<file path="src/rtl/led_matrix_scan.sv">
// led_matrix_scan: 8x8 RGB332 matrix scanner with row fetch, blanking and 8-step PWM.
// Define SCAN_GAMMA_EN to pass duty values through a gamma LUT before the PWM compare.
module led_matrix_scan #(
    parameter int MATRIX_SIZE     = 8,
    parameter int ADDR_WIDTH      = 6,
    parameter int COLOR_DEPTH     = 8,
    parameter int PWM_STEP_CYCLES = 64,
    parameter int BLANK_CYCLES    = 4
) (
    input  logic                   clk,
    input  logic                   rst,
    input  logic                   enable,
    input  logic [COLOR_DEPTH-1:0] pixel_data,
    output logic [ADDR_WIDTH-1:0]  read_addr,
    output logic [MATRIX_SIZE-1:0] row_sel,
    output logic [MATRIX_SIZE-1:0] col_r,
    output logic [MATRIX_SIZE-1:0] col_g,
    output logic [MATRIX_SIZE-1:0] col_b,
    output logic                   frame_start,
    output logic                   scan_active
);

    typedef enum logic [1:0] {IDLE, FETCH, BLANK, DISPLAY} state_e;

    localparam logic [15:0] STEP_LAST  = 16'(PWM_STEP_CYCLES - 1);
    localparam logic [7:0]  BLANK_LAST = 8'(BLANK_CYCLES - 1);

    state_e      state_q, state_d;
    logic [2:0]  row_q, row_d;
    logic [2:0]  col_q, col_d;
    logic [7:0]  blank_q, blank_d;
    logic [15:0] step_q, step_d;
    logic [2:0]  pwm_q, pwm_d;
    logic [5:0]  addr_q;
    logic [7:0]  line_q [8];
    logic [7:0]  row_sel_q, row_sel_d;
    logic [7:0]  col_r_q, col_r_d;
    logic [7:0]  col_g_q, col_g_d;
    logic [7:0]  col_b_q, col_b_d;
    logic        frame_q, frame_d;

    function automatic logic [2:0] shape(input logic [2:0] d);
`ifdef SCAN_GAMMA_EN
        logic [2:0] g;
        case (d)
            3'd0:    g = 3'd0;
            3'd1:    g = 3'd1;
            3'd2:    g = 3'd1;
            3'd3:    g = 3'd2;
            3'd4:    g = 3'd3;
            3'd5:    g = 3'd4;
            3'd6:    g = 3'd5;
            default: g = 3'd7;
        endcase
        return g;
`else
        return d;
`endif
    endfunction

    always_ff @(posedge clk) begin
        if (rst) begin
            state_q   <= IDLE;
            row_q     <= '0;
            col_q     <= '0;
            blank_q   <= '0;
            step_q    <= '0;
            pwm_q     <= '0;
            addr_q    <= '0;
            row_sel_q <= '0;
            col_r_q   <= '0;
            col_g_q   <= '0;
            col_b_q   <= '0;
            frame_q   <= 1'b0;
            for (int i = 0; i < 8; i++) line_q[i] <= '0;
        end else begin
            state_q   <= state_d;
            row_q     <= row_d;
            col_q     <= col_d;
            blank_q   <= blank_d;
            step_q    <= step_d;
            pwm_q     <= pwm_d;
            row_sel_q <= row_sel_d;
            col_r_q   <= col_r_d;
            col_g_q   <= col_g_d;
            col_b_q   <= col_b_d;
            frame_q   <= frame_d;
            if (state_q == FETCH) begin
                addr_q        <= {row_q, col_q};
                line_q[col_q] <= pixel_data[7:0];
            end
        end
    end

    always_comb begin
        state_d = state_q;
        row_d   = row_q;
        col_d   = col_q;
        blank_d = blank_q;
        step_d  = step_q;
        pwm_d   = pwm_q;
        case (state_q)
            IDLE: begin
                if (enable) begin
                    state_d = FETCH;
                    row_d   = '0;
                    col_d   = '0;
                end
            end
            FETCH: begin
                col_d = col_q + 3'd1;
                if (col_q == 3'd7) begin
                    state_d = BLANK;
                    blank_d = '0;
                end
            end
            BLANK: begin
                blank_d = blank_q + 8'd1;
                if (blank_q == BLANK_LAST) begin
                    state_d = DISPLAY;
                    step_d  = '0;
                    pwm_d   = '0;
                end
            end
            DISPLAY: begin
                step_d = step_q + 16'd1;
                if (step_q == STEP_LAST) begin
                    step_d = '0;
                    pwm_d  = pwm_q + 3'd1;
                    if (pwm_q == 3'd7) begin
                        row_d   = row_q + 3'd1;
                        col_d   = '0;
                        state_d = enable ? FETCH : IDLE;
                    end
                end
            end
            default: state_d = IDLE;
        endcase
    end

    // Drives are registered: compute them from the state being entered.
    always_comb begin
        row_sel_d = '0;
        col_r_d   = '0;
        col_g_d   = '0;
        col_b_d   = '0;
        frame_d   = (state_d == FETCH) && (state_q != FETCH) &&
                    (row_d == 3'd0);
        if (state_d == DISPLAY) begin
            row_sel_d = 8'd1 << row_q;
            for (int c = 0; c < 8; c++) begin
                col_r_d[c] = pwm_d < shape(line_q[c][7:5]);
                col_g_d[c] = pwm_d < shape(line_q[c][4:2]);
                col_b_d[c] = pwm_d < shape({line_q[c][1:0], line_q[c][1]});
            end
        end
    end

    assign read_addr   = (state_q == FETCH) ? {row_q, col_q} : addr_q;
    assign row_sel     = row_sel_q;
    assign col_r       = col_r_q;
    assign col_g       = col_g_q;
    assign col_b       = col_b_q;
    assign frame_start = frame_q;
    assign scan_active = (state_q != IDLE);

endmodule

</file>
<file path="config.mk">
export PLATFORM = sky130hd
export DESIGN_NAME = led_matrix_scan
export DESIGN_NICKNAME = d
export VERILOG_FILES = /design/src/rtl/led_matrix_scan.sv
export SDC_FILE = /design/constraint.sdc
export NUM_CORES = 1
export LEC_CHECK = 0
export ABC_AREA = 1
export ABC_CLOCK_PERIOD_IN_PS = 4200
export CAP_MARGIN = 20
export CORE_MARGIN = 2
export CORE_UTILIZATION = 35
export DETAILED_ROUTE_END_ITERATION = 7
export SYNTH_ARGS = -nofsm -noshare
export SYNTH_HDL_FRONTEND = slang
export SYNTH_SLANG_ARGS = --single-unit
</file>
<file path="constraint.sdc">
create_clock -name clk -period 4.2 [get_ports clk]
set_input_delay 1.05 -clock clk [delete_from_list [all_inputs] [get_ports clk]]
set_output_delay 1.05 -clock clk [all_outputs]
set_load 0.005 [all_outputs]
</file>
==> After elaboration in Yosys (flattened, before gate mapping) <==
Memory sizes are Yosys's and may differ from the RTL's.
Index checks and enable logic that the tools add are counted.
{ "op_classes": {"magnitude_cmp": 24, "mux": 32, "n_addsub": 5, "n_reduce_logical": 13, "n_shift": 1, "bitwise_logic": 1, "n_eq_ne": 15} }
{ "ops": {"columns": ["op", "n"], "rows": [
  ["$lt 3x3->1", 24],
  ["$mux 16", 2],
  ["$pmux 16 s2", 1],
  ["$mux 3", 9],
  ["$add 16x1->16 const B", 1],
  ["$eq 16x6->1 const B", 1],
  ["$mux 8", 2],
  ["$pmux 8 s2", 1],
  ["$pmux 3 s2", 2],
  ["$mux 2", 5],
  ["$ne 2x2->1 const B", 5],
  ["$add 3x1->3 const B", 3],
  ["$pmux 3 s3", 1],
  ["$add 8x1->8 const B", 1],
  ["$eq 8x2->1 const B", 1],
  ["$pmux 2 s4", 1],
  ["$reduce_or 8->1", 1],
  ["$shl 1x3->8 const A", 1],
  ["$mux 1", 7],
  ["$eq 2x2->1 const B", 3],
  ["$eq 3x3->1 const B", 2],
  ["$mux 6", 1],
  ["$reduce_bool 2->1", 3],
  ["$eq 2x1->1 const B", 2],
  ["9 further kinds", 11]
]} }
{ "word_totals": {"ff_bits": 74, "mem_bits_rw": 64, "inputBits": 11, "n_memories": 1} }
{ "mem_list": {"columns": ["name", "words", "width", "read_ports", "rd_clocked_by_memory_dff", "write_ports", "line", "rtl"], "rows": [
  ["line_q", 8, 8, 8, 0, 8, "35", "logic [7:0] line_q [8];"]
]} }

==> Depth between registers and ports, before layout <==
Gate-level depths: netlist of the first run.
{ "depth": {"word_depth": 7, "mapped_depth": 15, "mapped_depth_nobuf": 14} }

==> Worst setup path before layout of the first run <==
No wires, ideal clock.
{ "synth_timing": {"path_type": "reg-to-reg", "from": "reg state_q[0]", "to": "reg col_b_q[0], in the netlist col_b[0]", "t_arrival_ns": 2.198, "period_less_slack_ns": 2.313, "path_slack_ns": 1.887, "stages_incl_launch_ff": 14, "n_path_buf": 1, "cell_sequence": "dfxtp_1 > inv_1 > ha_1 > inv_2 > nand2_1 > nand2_4 > buf_2 > o211ai_1 > nand2_1 > inv_1 > ha_1 > nand2_1 > a21oi_1 > nor2_1"} }
{ "synth_between": {"word_cells_on_any_way": 15} }
{ "synth_lines": {"columns": ["item", "line", "rtl"], "rows": [
  ["start: declaration", "28", "state_e state_q, state_d;"],
  ["start signal: assignment", "77", "state_q <= state_d;"],
  ["$eq 2x2->1", "102", "case (state_q)"],
  ["$pmux 3 s2 *", "102", null],
  ["named net pwm_d[2]", "33", "logic [2:0] pwm_q, pwm_d;"],
  ["$lt 3x3->1 *", "154", "col_b_d[c] = pwm_d < shape({line_q[c][1:0], line_q[c][1]});"],
  ["end signal: assignment", "86", "col_b_q <= col_b_d;"],
  ["end: declaration", "39", "logic [7:0] col_b_q, col_b_d;"]
]} }
Mark *: on every way through the listed nets, which the timed path passes. The rest lies on a longest branch.
A chain may end at the register's enable or synchronous reset.

==> Final worst setup path of the first run <==
{ "layout_timing": {"from": "reg state_q[1]", "to": "out read_addr[1]"} }
{ "layout_between": {"elab_chain_cells": 2} }
{ "layout_rtl": {"columns": ["item", "line", "rtl"], "rows": [
  ["$eq 2x1->1", "159", "assign read_addr = (state_q == FETCH) ? {row_q, col_q} : addr_q;"],
  ["$mux 6", null, null],
  ["end: declaration", "14", "output logic [ADDR_WIDTH-1:0] read_addr,"]
]} }
No other way between the ends.

==> key figures, run 1 <==
Worst setup path
  • Largest delay contributor family on the critical path: buffers and inverters
  • R2r worst-path depth: 11
  • Max incr delay on CP: 0.48 ns
  • WP data arrival: 2.28 ns
  • CP startpoint: state_q[1]$_SDFF_PP0_
  • Buf+Inv Stages, Crit Path: 3
  • CP Max Fanout: 15
  • Crit path launch type: flop
  • Critical Path RT: 3.15 ns
  • Critical-path top delay cell: ha_1
  • Cells along the critical path: inv_1 > ha_1 > inv_1 > nand2_1 > nand2_1 > clkdlybuf4s50_1
  • Worst r2r src: state_q[0]$_SDFF_PP0_
  • R2R Setup Slk: ~1.3 ns
  • Crit Path Class: flop to primary output
  • Worst R2R End: col_r[7]$_SDFF_PP0_
  • Critical Path Sink Type: primary output

Yosys
  • Sequential fraction of the synthesis area: 0.500
  • Compound-cell area share of the yosys netlist: 0.0874
  • Synth Cell Area: 0.00681 mm2
  • Post-synth EDFFs: 64
  • Synth Flop Type: dfxtp_1
  • Yosys cell types: 40
  • Largest family of logic cells by synthesized area: simple AND/OR/NAND/NOR gates
  • Proportion of synthesized area in mux cells: 0
  • Post-synthesis register bit count: 138
  • Asr flop ratio synth: 0
  • Syn Nets: between 800 and 900
  • Syn Inst Count: 827
  • Synth Area in Simple Gates: 0.252
  • Xor/xnor cell area share of the yosys netlist: 0
  • Syn_area_per_cell: 8.24 um2
  • Syn. warnings: 0
  • Adder-Cell Fraction of Synth Area: 0.0716

Global routing
  • First-pass GRT wire length: between 20000 and 30000 um
  • Largest net degree at the start of global routing: 27
  • Initial antenna violation count: 0
  • Number of global-route vias before repair: 5024
  • Total gr overflow: 0
  • Total Routing Usage GR: 0.165

Worst hold path
  • HP Class: flop to flop
  • Hold path startpoint: addr_q[5]$_SDFF_PP0_
  • Hold endpoint: addr_q[5]$_SDFF_PP0_
  • Cells on Worst Hold Path: 2

Floorplanning
  • Num rows: roughly 50
  • Starting Density: 0.354
  • Die W: 144 um
  • # IOs: 51
  • Core area: 0.0193 mm2
  • DIE HEIGHT: 144 um
  • Die area: 0.0206 mm2

Timing
  • Fmax: roughly 0.30 GHz
  • Final hold violation count: 0
  • Final setup vio count: 0
  • Post-route minimum period: 3.33 ns
  • Max-slew violations: 0
  • Clock Skews: 0.00993 ns
  • Slew HR: 0.271
  • Final Cycle Share: 0.793
  • Worst setup margin: 0.869 ns
  • Setup TNS: 0 ns
  • RSZ-0062 raised after global routing: no
  • Tightest Pin Transition: between 1 and 1.5 ns

Routing
  • Routed wl met3: 518 um
  • # DRC: 0
  • Routed vias: between 5000 and 6000
  • Post-route ant nets: 0
  • Drt via density: 4.58
  • WL met2: 7400 um
  • First drt pass iteration count: 5
  • Met1 WL: 8000 um
  • Routed WL per cell: between 10 and 15 um
  • Drt initial violations: 230
  • Top sig layer: met4
  • WL final: 16200 um

Clocking
  • CTS tree: built
  • Worst-Skew Late Latency: 0.42 ns
  • Postcts setup bufs: 0
  • Clock transition at the registers of the reported paths: 0.06 ns
  • H-tree depth: 4
  • Clock buffer depth: 2
  • Total CTS buffers: 17
  • Root buffer cell: clkbuf_16
  • CTS resizes: 0
  • Hold_buf cts: 0
  • Clock tree sinks: 138

Layout
  • P&R area growth vs syn: 19.4%
  • Final nets: between 900 and 1000
  • Share of cells above drive strength 1: 0.0737
  • Final instance area: 0.00814 mm2
  • Diodes inserted: 0
  • Util after Layout: 0.422

Power and ir drop
  • Internal power: between 2 and 2.5 mW
  • Switching Power: 693 uW
  • Pleak: 3.41 nW
  • Sw Share: 0.226
  • Clock share of power: 0.481
  • Sequential power share: 0.471
  • Comb power frac: 0.048
  • Maximum vdd drop: 290 uV
  • PwrDens: roughly 380 mW/mm2
  • Tot Pwr: 3.07 mW

Placement
  • GPL Wtd Cong: 0.796
  • Post-DP Area: 0.00755 mm2
  • Number of port buffers: 50
  • Setup WS pre-CTS: a little over 1 ns
  • DP HPWL: 10600 um

Status
  • Status: finished, final reports clean

Flow run
  • Number of max-cap violations: 0
[registers in the layout (all words and copies together), names as in the netlist]
signal       cells
row_q            3
state_q          2
col_r            8
col_b            8
line_q          64
row_sel          8
step_q          16
frame_start      1
blank_q          8
col_q            3
pwm_q            3
col_g            8
addr_q           6
[cells by family (layout without fill, tap and decap cells)]
family                     after synthesis  in the layout
AOI/OAI and AO/OA                      103            103
adders and majority gates               39             39
buffers and inverters                  147            215
DFF                                    138            138
and+or+nand+nor                        400            400
[layout by cell type, fill, tap and decap left out, types with 10 or more instances in the layout]
cell             instances
nand2_1                170
ha_1                    39
clkdlybuf4s50_1         50
clkbuf_16               17
edfxtp_1                64
a21boi_1                10
nand3_1                 39
a21oi_1                 64
nor2_1                 149
dfxtp_1                 74
inv_1                  124
[layer usage]
metal	vias to the layer above	track usage
met5	-	0
met2	115	0.262
met3	20	0.0287
li1	2759	-
met1	2415	0.222
met4	0	0.0717
[worst max path at each step]
| stage | endpoint | slack [ns] | depth (start not counted) |
|---|---|---|---|
| after global placement | row_sel[3]$_SDFF_PP0_ | 1.11 | 7 |
| after CTS | read_addr[3] | 0.84 | 6 |
| after detailed placement | row_sel[7]$_SDFF_PP0_ | 1.02 | 7 |
| after floorplan | col_b[0]$_SDFF_PP0_ | 1.89 | 13 |
| after global routing | read_addr[1] | 0.64 | 6 |
| final | read_addr[1] | 0.87 | 6 |
[power by group through the flow]
stage	Clock (mW)	Combinational, mW	Sequential (mW)
2_1_floorplan	0	0.0962	1.47
3_3_place_gp	0	0.143	1.47
3_5_place_dp	0	0.144	1.47
4_1_cts	1.50	0.145	1.45
5_1_grt	1.56	0.164	1.45
6_report	1.48	0.146	1.45
[cell usage after synthesis (2+ instances only)]
master	count	share of area
a21boi_1	10	0.011
or2_2	2	0.0018
ha_1	39	0.072
o21bai_1	2	0.0022
buf_2	8	0.0059
nor3_1	8	0.0059
nand2_4	5	0.0083
nor2_2	3	0.0028
a21boi_0	6	0.0066
dfxtp_1	74	0.22
inv_2	4	0.0022
nand3_2	2	0.0029
a211oi_1	2	0.0022
edfxtp_1	64	0.28
nor2_1	149	0.082
o211ai_1	2	0.0022
nor2_4	3	0.0050
buf_4	2	0.0022
buf_6	5	0.0083
inv_1	124	0.068
nand2_1	170	0.094
clkbuf_1	3	0.0017
nor3_2	2	0.0029
nand4_1	6	0.0055
a21oi_1	64	0.047
o21a_1	2	0.0022
nand3_1	39	0.029
o31ai_1	2	0.0022
nand2_2	5	0.0046
nor4_1	3	0.0028
o21ai_0	8	0.0059
[through the flow]
step | hold WS (ns) | std cells
after global routing | 0.492 | 1160
after floorplan | 0.448 | 827
after global placement | 0.457 | 1128
after CTS | 0.471 | 1160
final | 0.470 | 1160
after detailed placement | 0.462 | 1128
[worst register-to-register path: cells and delay by family, from the launching register on]
kind,cells,cell delay [ns]
adders and majority gates,2,0.70
and+or+nand+nor,5,0.66
DFF,1,0.40
AOI/OAI and AO/OA,2,0.18
buffers and inverters,2,0.91
[area by class of cell]
| cell class | count | area (um2) |
|---|---|---|
| Fill cell | 1963 | 11100 |
| Sequential cell | 138 | 3400 |
| Multi-Input combinational cell | 542 | 2800 |
| Timing Repair Buffer | 54 | 531 |
| Inverter | 129 | 484 |
| Clock buffer | 18 | 439 |
| Tap cell | 265 | 332 |
| Clock inverter | 14 | 145 |
Power figures use the tool's default switching activity.
==> inputs of run 2 (changes only) <==
--- a/config.mk
+++ b/config.mk
@@ -6,7 +6,7 @@
 export NUM_CORES = 1
 export LEC_CHECK = 0
 export ABC_AREA = 1
-export ABC_CLOCK_PERIOD_IN_PS = 4200
+export ABC_CLOCK_PERIOD_IN_PS = 3000
 export CAP_MARGIN = 20
 export CORE_MARGIN = 2
 export CORE_UTILIZATION = 35
==> constraint.sdc (replaced) <==
create_clock -name clk -period 3 [get_ports clk]
set_input_delay 0.75 -clock clk [delete_from_list [all_inputs] [get_ports clk]]
set_output_delay 0.75 -clock clk [all_outputs]
set_load 0.005 [all_outputs]
==> key figures, run 2 (synthesized netlist as in run 1, its figures left out) <==
Clocking
  • Clock transition at the registers of the reported paths: 0.06 ns (about the same)
  • CTS tree: built
  • Worst-Skew Late Latency: 0.42 ns (about the same)
  • H-tree depth: 4 (unchanged)
  • Clock buffer depth: 2 (unchanged)
  • Hold_buf cts: 0 (unchanged)
  • Total CTS buffers: 17 (unchanged)
  • Postcts setup bufs: 0 (unchanged)
  • Root buffer cell: clkbuf_16
  • Clock tree sinks: 138 (unchanged)

Layout
  • Final instance area: 0.00822 mm2 (+1.1%)
  • Commonest non-fill, non-tap cell in the layout: nand2_1
  • Final nets: 944 (+1.3%)
  • Diodes inserted: 0 (unchanged)
  • Share of cells above drive strength 1: 0.0860 (+0.0123)
  • Most frequent cells in the layout: nand2_1 (170), nor2_1 (149), inv_1 (123)
  • Fillers: 1917 (-2.3%)
  • Largest Register: line_q
  • Max reg flops: 64 (unchanged)
  • Multi-input gate area: 0.00282 mm2 (+0.45%)
  • Top Registers: line_q (64), step_q (16)
  • Register area: 0.00340 mm2 (unchanged)
  • P&R area growth vs syn: 20.7%

Routing
  • Routed WL per cell: 13.7 um (-1.7%)
  • Routed vias: 5406 (+1.8%)
  • WL final: 16100 um (-0.64%)
  • Drt via density: 4.61 (+0.78%)
  • Post-route ant nets: 0 (unchanged)
  • Drt initial violations: 305 (+33%)
  • # DRC: 0 (unchanged)
  • First drt pass iteration count: 5 (unchanged)

Global routing
  • Number of global-route vias before repair: 4969 (-1.1%)
  • Total Routing Usage GR: 0.165 (-0.000212)
  • First-pass GRT wire length: 26000 um (+1.0%)
  • Largest net degree at the start of global routing: 26 (-3.7%)
  • Initial antenna violation count: 0 (unchanged)
  • Total gr overflow: 0 (unchanged)

Worst setup path
  • Crit path launch type: flop
  • Max incr delay on CP: 0.50 ns (+0.02 ns)
  • Worst r2r src: state_q[0]$_SDFF_PP0_
  • Cells along the critical path: inv_1 > ha_4 > clkinvlp_4 > nand2_1 > nand2_1 > clkdlybuf4s50_1
  • CP Max Fanout: 15 (unchanged)
  • Cell mode on critical path: nand2_1
  • Critical Path Sink Type: primary output
  • Critical-path top delay cell: clkdlybuf4s50_1
  • Critical Path RT: 2.25 ns (-0.90 ns)
  • Worst R2R End: col_g[7]$_SDFF_PP0_
  • R2r worst-path depth: 13 (+2)
  • R2R Setup Slk: 0.54 ns (-0.75 ns)
  • WP data arrival: 2.01 ns (-0.27 ns)
  • Crit Path Class: flop to primary output

Placement
  • Number of port buffers: 50 (unchanged)
  • Post-DP Area: 0.00765 mm2 (+1.4%)
  • GPL Wtd Cong: 0.803 (+0.92%)
  • DP HPWL: 10800 um (+2.4%)

Floorplanning
  • DIE HEIGHT: 144 um (unchanged)
  • Num rows: 51 (unchanged)
  • # IOs: 51 (unchanged)
  • Die area: 0.0206 mm2 (unchanged)
  • Die W: 144 um (unchanged)
  • Starting Density: 0.354 (unchanged)
  • Core area: 0.0193 mm2 (unchanged)

Power and ir drop
  • Maximum vdd drop: 339 uV (+17%)
  • Pleak: 3.44 nW (+0.93%)
  • PwrDens: 512 mW/mm2 (+36%)

Timing
  • Slew HR: 0.341 (+0.0693)
  • Setup TNS: 0 ns (unchanged)
  • Final hold violation count: 0 (unchanged)
  • Max-slew violations: 0 (unchanged)
  • RSZ-0062 raised after global routing: no
  • Clock Skews: 0.0133 ns (+0.00338 ns)
  • Final setup vio count: 0 (unchanged)
  • Final Cycle Share: 0.921
  • Fmax: 0.362 GHz
  • Post-route minimum period: 2.76 ns
  • Tightest Pin Transition: 0.976 ns (-0.115 ns)

Worst hold path
  • Cells on Worst Hold Path: 2 (unchanged)
  • Hold path startpoint: addr_q[2]$_SDFF_PP0_
  • Hold endpoint: addr_q[2]$_SDFF_PP0_
  • HP Class: flop to flop

Status
  • Status: finished, final reports clean

Flow run
  • Number of max-cap violations: 0 (unchanged)
[run 2: repair_timing]
| action | in CTS | in global routing |
|---|---|---|
| setup endpoints to repair | 6 | 6 |
| resized for setup | 1 | 2 |
| pin swaps | 0 | 0 |
[run 2: final cells by class]
type | count | share of cell area
multi-input cells | 542 | 0.342
repair buffers | 66 | 0.0770
inverters | 129 | 0.0593
flip-flops and latches | 138 | 0.414
well taps | 265 | 0.0403
clock buffers | 18 | 0.0522
clock inverters | 14 | 0.0151
[run 2: where the power goes]
part	internal (mW)	switching (mW)
Combinational	0.0740	0.140
Clock	1.14	0.825
Sequential	2.01	0.0174
[run 2: metrics by stage]
stage                     std cells  setup WS, ns  utilization  hold WS (ns)  total power [mW]
final                          1172         0.236        0.427         0.467              4.21
after global routing           1172        0.0895        0.427         0.479              4.37
after CTS                      1172        0.0729        0.426         0.470              4.25
after detailed placement       1140         0.377        0.397         0.460              2.27
after global placement         1140         0.410        0.397         0.455              2.27
after floorplan                 827         0.687            -         0.448              2.19
[run 2: routing by layer]
layer  GRT usage  vias to the layer above  wire, um
met4      0.0511                        0       140
met3      0.0367                       10       880
li1            -                     2784         -
met5           0                        -         0
met2       0.252                      144      7180
met1       0.233                     2468      7890
[run 2: critical path, delay by kind of cell (launching register included)]
kind / cells / cell delay, ns
buf+inv: 3 / 0.78
fa+ha+maj: 1 / 0.24
simple gates: 2 / 0.16
flops: 1 / 0.42
[run 2: worst max-delay path by stage]
stage,depth (start not counted),endpoint,from
2_1_floorplan,13,col_b[0]$_SDFF_PP0_,state_q[0]$_SDFF_PP0_
3_3_place_gp,6,read_addr[3],state_q[1]$_SDFF_PP0_
3_5_place_dp,4,line_q[5][3]$_SDFFCE_PN0P_,rst
4_1_cts,6,read_addr[2],state_q[1]$_SDFF_PP0_
5_1_grt,6,read_addr[2],state_q[1]$_SDFF_PP0_
6_report,6,read_addr[2],state_q[1]$_SDFF_PP0_
==> inputs of run 3 (changes only) <==
--- a/config.mk
+++ b/config.mk
@@ -8,6 +8,7 @@
 export ABC_AREA = 1
 export ABC_CLOCK_PERIOD_IN_PS = 3000
 export CAP_MARGIN = 20
+export CORE_ASPECT_RATIO = 1.25
 export CORE_MARGIN = 2
 export CORE_UTILIZATION = 35
 export DETAILED_ROUTE_END_ITERATION = 7
==> key figures, run 3 (synthesized netlist as in run 1, its figures left out) <==
Status
  • Status: finished, final reports clean

Floorplanning
  • Starting Density: 0.354 (about the same)
  • Die area: 0.0206 mm2 (about the same)
  • Num rows: 57 (+12%)
  • Core area: 0.0193 mm2 (about the same)
  • DIE HEIGHT: 160 um (+11%)
  • # IOs: 51 (unchanged)
  • Die W: 129 um (-10%)

Worst setup path
  • Worst r2r src: state_q[0]$_SDFF_PP0_
  • Crit path launch type: flop
  • CP Max Fanout: 8 (-7)
  • Worst R2R End: col_b[2]$_SDFF_PP0_
  • Max incr delay on CP: 0.50 ns (about the same)
  • Critical Path RT: 2.25 ns (about the same)
  • R2r worst-path depth: 13 (unchanged)
  • R2R Setup Slk: 0.60 ns (+0.06 ns)
  • Largest delay contributor family on the critical path: buffers and inverters
  • Critical Path Sink Type: primary output
  • Critical-path top delay cell: clkdlybuf4s50_1
  • Buf+Inv Stages, Crit Path: 3 (unchanged)
  • CP startpoint: state_q[1]$_SDFF_PP0_
  • Crit Path Class: flop to primary output
  • Cells along the critical path: inv_1 > ha_1 > inv_1 > nand2_1 > nand2_1 > clkdlybuf4s50_1
  • WP data arrival: 2.05 ns (+0.04 ns)

Power and ir drop
  • Pleak: 3.45 nW (+0.12%)
  • Maximum vdd drop: 442 uV (+30%)
  • PwrDens: 534 mW/mm2 (+4.5%)

Clocking
  • Root buffer cell: clkbuf_16
  • Postcts setup bufs: 0 (unchanged)
  • Total CTS buffers: 17 (unchanged)
  • CTS tree: built
  • Hold_buf cts: 0 (unchanged)
  • H-tree depth: 4 (unchanged)
  • Clock buffer depth: 2 (unchanged)
  • Clock tree sinks: 138 (unchanged)
  • CTS resizes: 0 (-1)
  • Worst-Skew Late Latency: 0.43 ns (about the same)
  • Clock transition at the registers of the reported paths: 0.06 ns (about the same)

Layout
  • Top Registers: line_q (64), step_q (16)
  • Commonest non-fill, non-tap cell in the layout: nand2_1
  • Final nets: 940 (-0.42%)
  • P&R area growth vs syn: 20.5%
  • Largest Register: line_q
  • Max reg flops: 64 (unchanged)
  • Most frequent cells in the layout: nand2_1 (170), nor2_1 (149), inv_1 (124)
  • Diodes inserted: 0 (unchanged)
  • Share of cells above drive strength 1: 0.0808 (-0.00516)

Routing
  • First drt pass iteration count: 7 (+2)
  • Routed WL per cell: 13.8 um (+0.49%)
  • Drt initial violations: 349 (+14%)
  • Drt via density: 4.71 (+2.2%)
  • Routed vias: 5367 (-0.72%)
  • WL final: 15700 um (-2.3%)
  • # DRC: 0 (unchanged)
  • Post-route ant nets: 0 (unchanged)

Worst hold path
  • Hold path startpoint: addr_q[3]$_SDFF_PP0_
  • Cells on Worst Hold Path: 2 (unchanged)
  • Hold endpoint: addr_q[3]$_SDFF_PP0_
  • HP Class: flop to flop

Timing
  • Clock Skews: 0.0129 ns (-0.000374 ns)
  • Fmax: 0.357 GHz (-1.3%)
  • Final setup vio count: 0 (unchanged)
  • Slew HR: 0.459 (+0.118)
  • Setup TNS: 0 ns (unchanged)
  • Final Cycle Share: 0.933 (+0.0121)
  • Max-slew violations: 0 (unchanged)
  • RSZ-0062 raised after global routing: no
  • Worst setup margin: 0.200 ns (-0.0363 ns)
  • Tightest Pin Transition: 0.802 ns (-0.175 ns)
  • Final hold violation count: 0 (unchanged)
  • Post-route minimum period: 2.80 ns (+0.0363 ns)

Global routing
  • Initial antenna violation count: 0 (unchanged)
  • Largest net degree at the start of global routing: 27 (+3.8%)
  • Total gr overflow: 0 (unchanged)
  • First-pass GRT wire length: 25100 um (-3.5%)
  • Number of global-route vias before repair: 4939 (-0.60%)
  • Total Routing Usage GR: 0.159 (-0.00555)

Placement
  • Setup WS pre-CTS: 0.405 ns (+0.0279 ns)
  • Number of port buffers: 50 (unchanged)
  • GPL Wtd Cong: 0.883 (+9.9%)
  • DP HPWL: 10800 um (-0.14%)

Flow run
  • Number of max-cap violations: 0 (unchanged)
-- run 3: changes by cell type in the layout (fill, tap and decap cells not counted), sizes merged --
cell / delta
clkinvlp: +1
buf: -4
inv: -1
bufinv: +2
clkinv: -2
-- run 3: stage by stage --
step                      instances   util  cell area, um2  power [mW]  hold WS, ns
final                          1139  0.426            8210        4.39        0.467
after global routing           1139  0.426            8210        4.53        0.485
after floorplan                 827      -            6810        2.19        0.448
after detailed placement       1107  0.395            7600        2.27        0.462
after global placement         1107  0.395            7600        2.27        0.457
after CTS                      1139  0.426            8210        4.43        0.473
-- run 3: worst max-delay path by stage --
stage                                 end  cells after the start  slack, ns
6_report                     read_addr[0]                      6       0.20
3_5_place_dp   line_q[6][4]$_SDFFCE_PN0P_                      5       0.41
2_1_floorplan         col_b[0]$_SDFF_PP0_                     13       0.69
4_1_cts                      read_addr[0]                      6       0.14
5_1_grt                      read_addr[0]                      6       0.04
3_3_place_gp   line_q[3][4]$_SDFFCE_PN0P_                      4       0.45
-- run 3: layer usage --
layer  track usage  share of wire  vias up
met3        0.0345          0.041       19
met5             0              0        -
met2         0.287           0.53      116
met1         0.181           0.40     2446
met4        0.0642          0.024        0
li1              -              -     2786
-- run 3: final cells by class --
type	instances	area [um2]
well taps	236	295
clock inverters	14	171
clock buffers	18	439
repair buffers	62	616
inverters	129	484
fillers	1917	11000
flip-flops and latches	138	3400
multi-input cells	542	2800
-- run 3: power by group --
group / internal [mW] / switching [mW]
registers: 2.01 / 0.0171
logic: 0.0718 / 0.134
clock network: 1.33 / 0.827
-- run 3: worst reg2reg max path: cells and delay by family (launching register included) --
kind	cells	cell delay, ns
buf+inv	4	0.49
compound gates	2	0.25
simple gates	5	0.51
flops	1	0.43
fa+ha+maj	2	0.59
